## config.mk

```make
export PLATFORM = sky130hd
export DESIGN_NAME = alu_spi_master_flat
export DESIGN_NICKNAME = d
export VERILOG_FILES = /design/src/rtl/alu_spi_master_pkg.sv /design/src/rtl/alu_spi_master_if.sv /design/src/rtl/alu_spi_master_piso_shift.sv /design/src/rtl/alu_spi_master.sv /design/src/flat_wrapper.sv
export SDC_FILE = /design/constraint.sdc
export NUM_CORES = 1
export LEC_CHECK = 0
export ABC_AREA = 1
export CELL_PAD_IN_SITES_DETAIL_PLACEMENT = 1
export CELL_PAD_IN_SITES_GLOBAL_PLACEMENT = 1
export CORE_ASPECT_RATIO = 1.4
export CORE_UTILIZATION = 30
export DETAILED_ROUTE_END_ITERATION = 6
export GPL_TIMING_DRIVEN = 1
export PLACE_DENSITY = 0.72
export SLEW_MARGIN = 20
export SYNTH_ARGS = -nofsm -noshare
export SYNTH_HDL_FRONTEND = slang
export SYNTH_SLANG_ARGS = --single-unit
```

## constraint.sdc

```tcl
create_clock -name i_clock -period 1.5 [get_ports i_clock]
set_input_delay 0.375 -clock i_clock [delete_from_list [all_inputs] [get_ports i_clock]]
set_output_delay 0.375 -clock i_clock [all_outputs]
set_load 0.02 [all_outputs]
```

## src/rtl/alu_spi_master_pkg.sv

```systemverilog
// rtl/alu_spi_master_pkg.sv - ISA types shared by the processor and the SPI ALU
package Isa;

    localparam int REGISTER_SIZE = 8;

    typedef enum logic [1:0] {
        OP_ADD = 2'd0,
        OP_AND = 2'd1,
        OP_OR  = 2'd2,
        OP_XOR = 2'd3
    } Instruction;

    // op_code sits in the LSBs so it is the first thing shifted out on the wire
    typedef struct packed {
        logic [REGISTER_SIZE-1:0] op_2;
        logic [REGISTER_SIZE-1:0] op_1;
        Instruction               op_code;
    } AluPacket;

endpackage

```

## src/rtl/alu_spi_master_if.sv

```systemverilog
// rtl/alu_spi_master_if.sv - SPI bus between the ALU master and its slaves
interface Spi #(
    parameter int NUM_SLAVES = 2
);
    logic [NUM_SLAVES-1:0] nss;
    logic                  mosi;
    logic [0:0]            miso;

    modport MasterSpi (output nss, output mosi, input miso);
    modport SlaveSpi  (input nss, input mosi, output miso);
endinterface

```

## src/rtl/alu_spi_master_piso_shift.sv

```systemverilog
// rtl/alu_spi_master_piso_shift.sv - parallel-in serial-out shifter, LSB first
module piso_shift #(
    parameter int WIDTH = 8
) (
    input  logic             i_clock,
    input  logic             i_reset,
    input  logic             i_load,
    input  logic             i_shift,
    input  logic [WIDTH-1:0] i_data,
    output logic             o_serial
);
    logic [WIDTH-1:0] shift_q;

    always_ff @(posedge i_clock) begin
        if (i_reset) begin
            shift_q <= '0;
        end else if (i_load) begin
            shift_q <= i_data;
        end else if (i_shift) begin
            shift_q <= {1'b0, shift_q[WIDTH-1:1]};
        end
    end

    assign o_serial = shift_q[0];
endmodule

```

## src/rtl/alu_spi_master.sv

```systemverilog
// rtl/alu_spi_master.sv - serialises one ALU request over SPI and collects the result
module alu_spi_master
    import Isa::*;
#(
    parameter int TIMEOUT_CYCLES = 32
) (
    input  logic                     i_clock,
    input  logic                     i_reset,
    input  logic                     i_valid,
    output logic                     o_ready,
    input  Instruction               i_op_code,
    input  logic [REGISTER_SIZE-1:0] i_op_1,
    input  logic [REGISTER_SIZE-1:0] i_op_2,
    output logic [REGISTER_SIZE-1:0] o_result,
    output logic                     o_done,
    output logic                     o_error,
    Spi.MasterSpi                    spi
);
    localparam int N  = $bits(AluPacket);
    localparam int CW = $clog2((N > REGISTER_SIZE) ? N : REGISTER_SIZE);
    localparam int RW = (REGISTER_SIZE > 1) ? $clog2(REGISTER_SIZE) : 1;
    localparam int TW = (TIMEOUT_CYCLES > 1) ? $clog2(TIMEOUT_CYCLES) : 1;

    typedef enum logic [2:0] {
        IDLE,
        START,
        TRANSMIT,
        WAIT_RESULT,
        RECEIVING,
        DONE,
        ERROR
    } state_t;

    state_t                   state, state_next;
    logic [CW-1:0]            bit_cnt;
    logic [TW-1:0]            timeout_cnt;
    logic [REGISTER_SIZE-1:0] rx_data, rx_next;
    AluPacket                 packet_in;
    logic                     accept, tx_bit, tx_last, rx_last, timeout_last;

    assign accept       = (state == IDLE) && i_valid;
    assign tx_last      = (bit_cnt == CW'(N - 1));
    assign rx_last      = (bit_cnt == CW'(REGISTER_SIZE - 1));
    assign timeout_last = (timeout_cnt == TW'(TIMEOUT_CYCLES - 1));
    assign packet_in    = '{op_2: i_op_2, op_1: i_op_1, op_code: i_op_code};

    // The shifter holds the latched packet, so later operand changes cannot leak in
    piso_shift #(.WIDTH(N)) u_piso (
        .i_clock  (i_clock),
        .i_reset  (i_reset),
        .i_load   (accept),
        .i_shift  (state == TRANSMIT),
        .i_data   (packet_in),
        .o_serial (tx_bit)
    );

    always_ff @(posedge i_clock) begin
        if (i_reset) begin
            state <= IDLE;
        end else begin
            state <= state_next;
        end
    end

    always_comb begin
        state_next = state;
        case (state)
            IDLE:        if (i_valid) state_next = START;
            START:       state_next = TRANSMIT;
            TRANSMIT:    if (tx_last) state_next = WAIT_RESULT;
            WAIT_RESULT: begin
                if (spi.miso[0]) begin
                    state_next = RECEIVING;
                end else if (timeout_last) begin
                    state_next = ERROR;
                end
            end
            RECEIVING:   if (rx_last) state_next = DONE;
            DONE:        state_next = IDLE;
            ERROR:       state_next = IDLE;
            default:     state_next = IDLE;
        endcase
    end

    always_comb begin
        rx_next                 = rx_data;
        rx_next[bit_cnt[RW-1:0]] = spi.miso[0];
    end

    // The received word is published on the edge into DONE so it is valid with o_done
    always_ff @(posedge i_clock) begin
        if (i_reset) begin
            bit_cnt     <= '0;
            timeout_cnt <= '0;
            rx_data     <= '0;
            o_result    <= '0;
        end else begin
            case (state)
                TRANSMIT: bit_cnt <= tx_last ? '0 : bit_cnt + 1'b1;
                WAIT_RESULT: begin
                    if (spi.miso[0] || timeout_last) begin
                        timeout_cnt <= '0;
                    end else begin
                        timeout_cnt <= timeout_cnt + 1'b1;
                    end
                end
                RECEIVING: begin
                    rx_data <= rx_next;
                    bit_cnt <= rx_last ? '0 : bit_cnt + 1'b1;
                    if (rx_last) begin
                        o_result <= rx_next;
                    end
                end
                default: begin
                    bit_cnt     <= '0;
                    timeout_cnt <= '0;
                end
            endcase
        end
    end

    always_comb begin
        spi.nss  = '1;
        spi.mosi = 1'b0;
        o_ready  = 1'b0;
        o_done   = 1'b0;
        o_error  = 1'b0;
        case (state)
            IDLE:        o_ready = 1'b1;
            START: begin
                spi.nss[0] = 1'b0;
                spi.mosi   = 1'b1;
            end
            TRANSMIT: begin
                spi.nss[0] = 1'b0;
                spi.mosi   = tx_bit;
            end
            WAIT_RESULT: spi.nss[0] = 1'b0;
            RECEIVING:   spi.nss[0] = 1'b0;
            DONE:        o_done  = 1'b1;
            ERROR:       o_error = 1'b1;
            default:     ;
        endcase
    end
endmodule

```

## src/flat_wrapper.sv

```systemverilog
// flat-port wrapper written by rule: the top's interface ports become plain ports
module alu_spi_master_flat import Isa::*;
#(
    parameter int TIMEOUT_CYCLES = 32
)
  (i_clock, i_reset, i_valid, o_ready, i_op_code, i_op_1, i_op_2, o_result, o_done, o_error, spi_nss, spi_mosi, spi_miso);
  Spi spi_i ();
  input  logic i_clock;
  input  logic i_reset;
  input  logic i_valid;
  output logic o_ready;
  input  Instruction i_op_code;
  input  logic [REGISTER_SIZE-1:0] i_op_1;
  input  logic [REGISTER_SIZE-1:0] i_op_2;
  output logic [REGISTER_SIZE-1:0] o_result;
  output logic o_done;
  output logic o_error;
  output wire logic [$bits(spi_i.nss)-1:0] spi_nss;
  output wire logic [$bits(spi_i.mosi)-1:0] spi_mosi;
  input wire logic [$bits(spi_i.miso)-1:0] spi_miso;
  assign spi_nss = spi_i.nss;
  assign spi_mosi = spi_i.mosi;
  assign spi_i.miso = spi_miso;
  alu_spi_master #(.TIMEOUT_CYCLES(TIMEOUT_CYCLES)) u_core (.i_clock(i_clock), .i_reset(i_reset), .i_valid(i_valid), .o_ready(o_ready), .i_op_code(i_op_code), .i_op_1(i_op_1), .i_op_2(i_op_2), .o_result(o_result), .o_done(o_done), .o_error(o_error), .spi(spi_i));
endmodule
```

==> flow_metrics.tcl <==
set metrics [dict create \
    fin_worst_skew_ns 0.00864 \
    finalSetupViolCount 5 \
    dieArea_um2 7990 \
    initial_core_util_pct 31.1 \
    synth_top_area_share_pct 41.1 \
    cts_buffer_depth 2 \
    fp.dieH_um 105 \
    ys_seq_area_share_pct 41.1 \
    port_buffers 34 \
    fin_crit_sh_pct 106 \
    drc 0 \
    syn_to_final_growth_pct 39.5 \
    cts_made_buffers 5 \
    final_util_pct 43.4 \
    ys_ff_latch 47 \
    ios 36 \
    htree_levels 2 \
    die_w_um 75.8 \
    viasPerCell 4.65 \
    cts_hold_buffers 0 \
    hold_path_class "reg -> reg" \
    finalSetupTns_ns -0.266 \
    status "finished with violations" \
    drv_cap 0 \
    critPathArrivalTime_ns 1.22 \
    ir_drop_uv 903 \
    grt_max_degree 20 \
    syn_inst 325 \
    core_um2 7360 \
    holdPathStages 2 \
    drt_iter0_markers 55 \
    violations "setup timing" \
    grtUsageTotal_pct 16.2 \
    synth_warnings 0 \
    synth_area_leader_cell "dfxtp_1" \
    endpoint_kind "primary output" \
    rsz0062_at_grt "yes" \
    layout.nets 416 \
    final_cell_mix "nand2_1, nor2_1, dfxtp_1" \
    num_antenna_cells 0 \
    ant_nets 0 \
    drt_wl_total_mm 6.17 \
    grt_first_pass_wirelength_mm 10.2 \
    dr.pass1.iters 4 \
    fill_cells 916 \
    drv_slew 0 \
    min_period_ns 1.59 \
    wl_per_cell_um 12.6 \
    worstSkewPairLatency_ns 0.31 \
    fin_ws_ns -0.0927 \
    cp-start-kind "register" \
    crit_path_max_fanout 6 \
    cts_tree "yes" \
    netlist_area_um2 2290 \
    grt_pass1_vias 2377 \
    ctsRootBufferMaster "clkbuf_8" \
    final_common_cell "nand2_1" \
    num_rows 37 \
    gp_congestion 0.737 \
    clk_pin_slew_ns 0.09 \
    via_count 2270 \
    power_density_nw_per_um2 1650 \
    hold_viol 0 \
    worstSetupPathType "reg -> out" \
    r2r_cells 10 \
    syn_avg_cell_area_um2 7.04 \
    clkSinkCount 47 \
    antenna_found_initial 0 \
    synth_fp_nets 351 \
    yosys-top-cells-area "dfxtp_1, nand2_1, nor2_1, o21ai_0, a31oi_1" \
    dpl.hpwl_mm 4.40 \
    drive_gt1_share_pct 25.1 \
    worstPathRequired_ns 1.12 \
    p_leak_nw 1.40 \
    grt_overflow_total 0 \
    synth_cell_type_count 24 \
    max_freq_mhz 628 \
]
## per-layer routing
layer  up-vias  track usage (%)  share of wire [%]
met2        33             30.2                 54
met4         0             4.23                1.4
met3        10             2.39                2.6
met1      1070             18.2                 42
li1       1157                -                  -
met5         -                0                  0
## what timing repair did
| action | CTS | global route |
|---|---|---|
| gates resized for setup | 56 | 25 |
| setup endpoints to repair | 15 | 21 |
| gates cloned | 0 | 1 |
| setup buffers | 1 | 4 |
| pin swaps | 3 | 23 |
## sequential cells by signal, summed over array words and instances, names as in the netlist
name	count
u_core.timeout_cnt	5
u_core.rx_data	8
u_core.state	3
u_core.u_piso.shift_q	18
u_core.o_result	8
u_core.bit_cnt	5
## cells in the mapped netlist (all sizes together)
| library cell | n |
|---|---|
| a21oi | 5 |
| a31oi | 17 |
| buf | 9 |
| clkbuf | 2 |
| conb | 1 |
| dfxtp | 47 |
| ha | 4 |
| inv | 33 |
| nand2 | 99 |
| nand3 | 12 |
| nor2 | 60 |
| nor3 | 6 |
| nor3b | 2 |
| o21ai | 28 |
## kinds of logic (layout without fill, tap and decap cells)
kind of cell	count (synthesis)	after routing	synth area share (%)
AND/OR/NAND/NOR	179	180	35.5
AO/OA/AOI/OAI	50	50	11.9
flip-flops	47	47	41.1
buffers and inverters	44	109	9.19
adder cells (fa/ha/maj)	4	4	2.19
other	1	1	0.164
## power breakdown
group          switching, mW  total (mW)  internal, mW
registers              0.222        1.75          1.53
clock network          0.473       0.976         0.503
logic                   1.40        2.52          1.12
## layout make-up
class / count / area, um2 / area share (%)
Timing Repair Buffer: 68 / 628 / 19.7
Tap cell: 97 / 121 / 3.80
Inverter: 33 / 129 / 4.04
Sequential cell: 47 / 960 / 30.1
Clock buffer: 5 / 68.8 / 2.16
Clock inverter: 3 / 46.3 / 1.45
Multi-Input combinational cell: 235 / 1240 / 38.8
## per-stage QoR
step	instances	hold WS, ns	power (mW)	instance area, um2	setup WS, ns
finish	488	0.474	5.25	3190	-0.0927
global route	488	0.496	5.61	3190	-0.129
CTS	483	0.472	4.95	3060	-0.132
detailed placement	474	0.459	3.80	2900	-0.332
global placement	474	0.453	3.72	2900	-0.295
floorplan	325	0.439	3.03	2290	0.00196
## worst max-delay path, stage by stage, from the launching register on
cell     delay, ns
dfxtp_4       0.38
inv_6         0.10
nand3_2       0.11
buf_4         0.15
nand2_2       0.06
buf_6         0.11
## worst paths after layout
| kind | start | end | slack (ns) |
|---|---|---|---|
| worst min-delay path | u_core.u_piso.shift_q[17] | u_core.u_piso.shift_q[17] | 0.47 |
| worst max register to register | u_core.state[2] | u_core.state[2] | 0.01 |
| worst max-delay path | u_core.state[2] | spi_mosi | -0.09 |
| worst min register to register | u_core.u_piso.shift_q[17] | u_core.u_piso.shift_q[17] | 0.47 |
(Power assumes the default switching activity.)
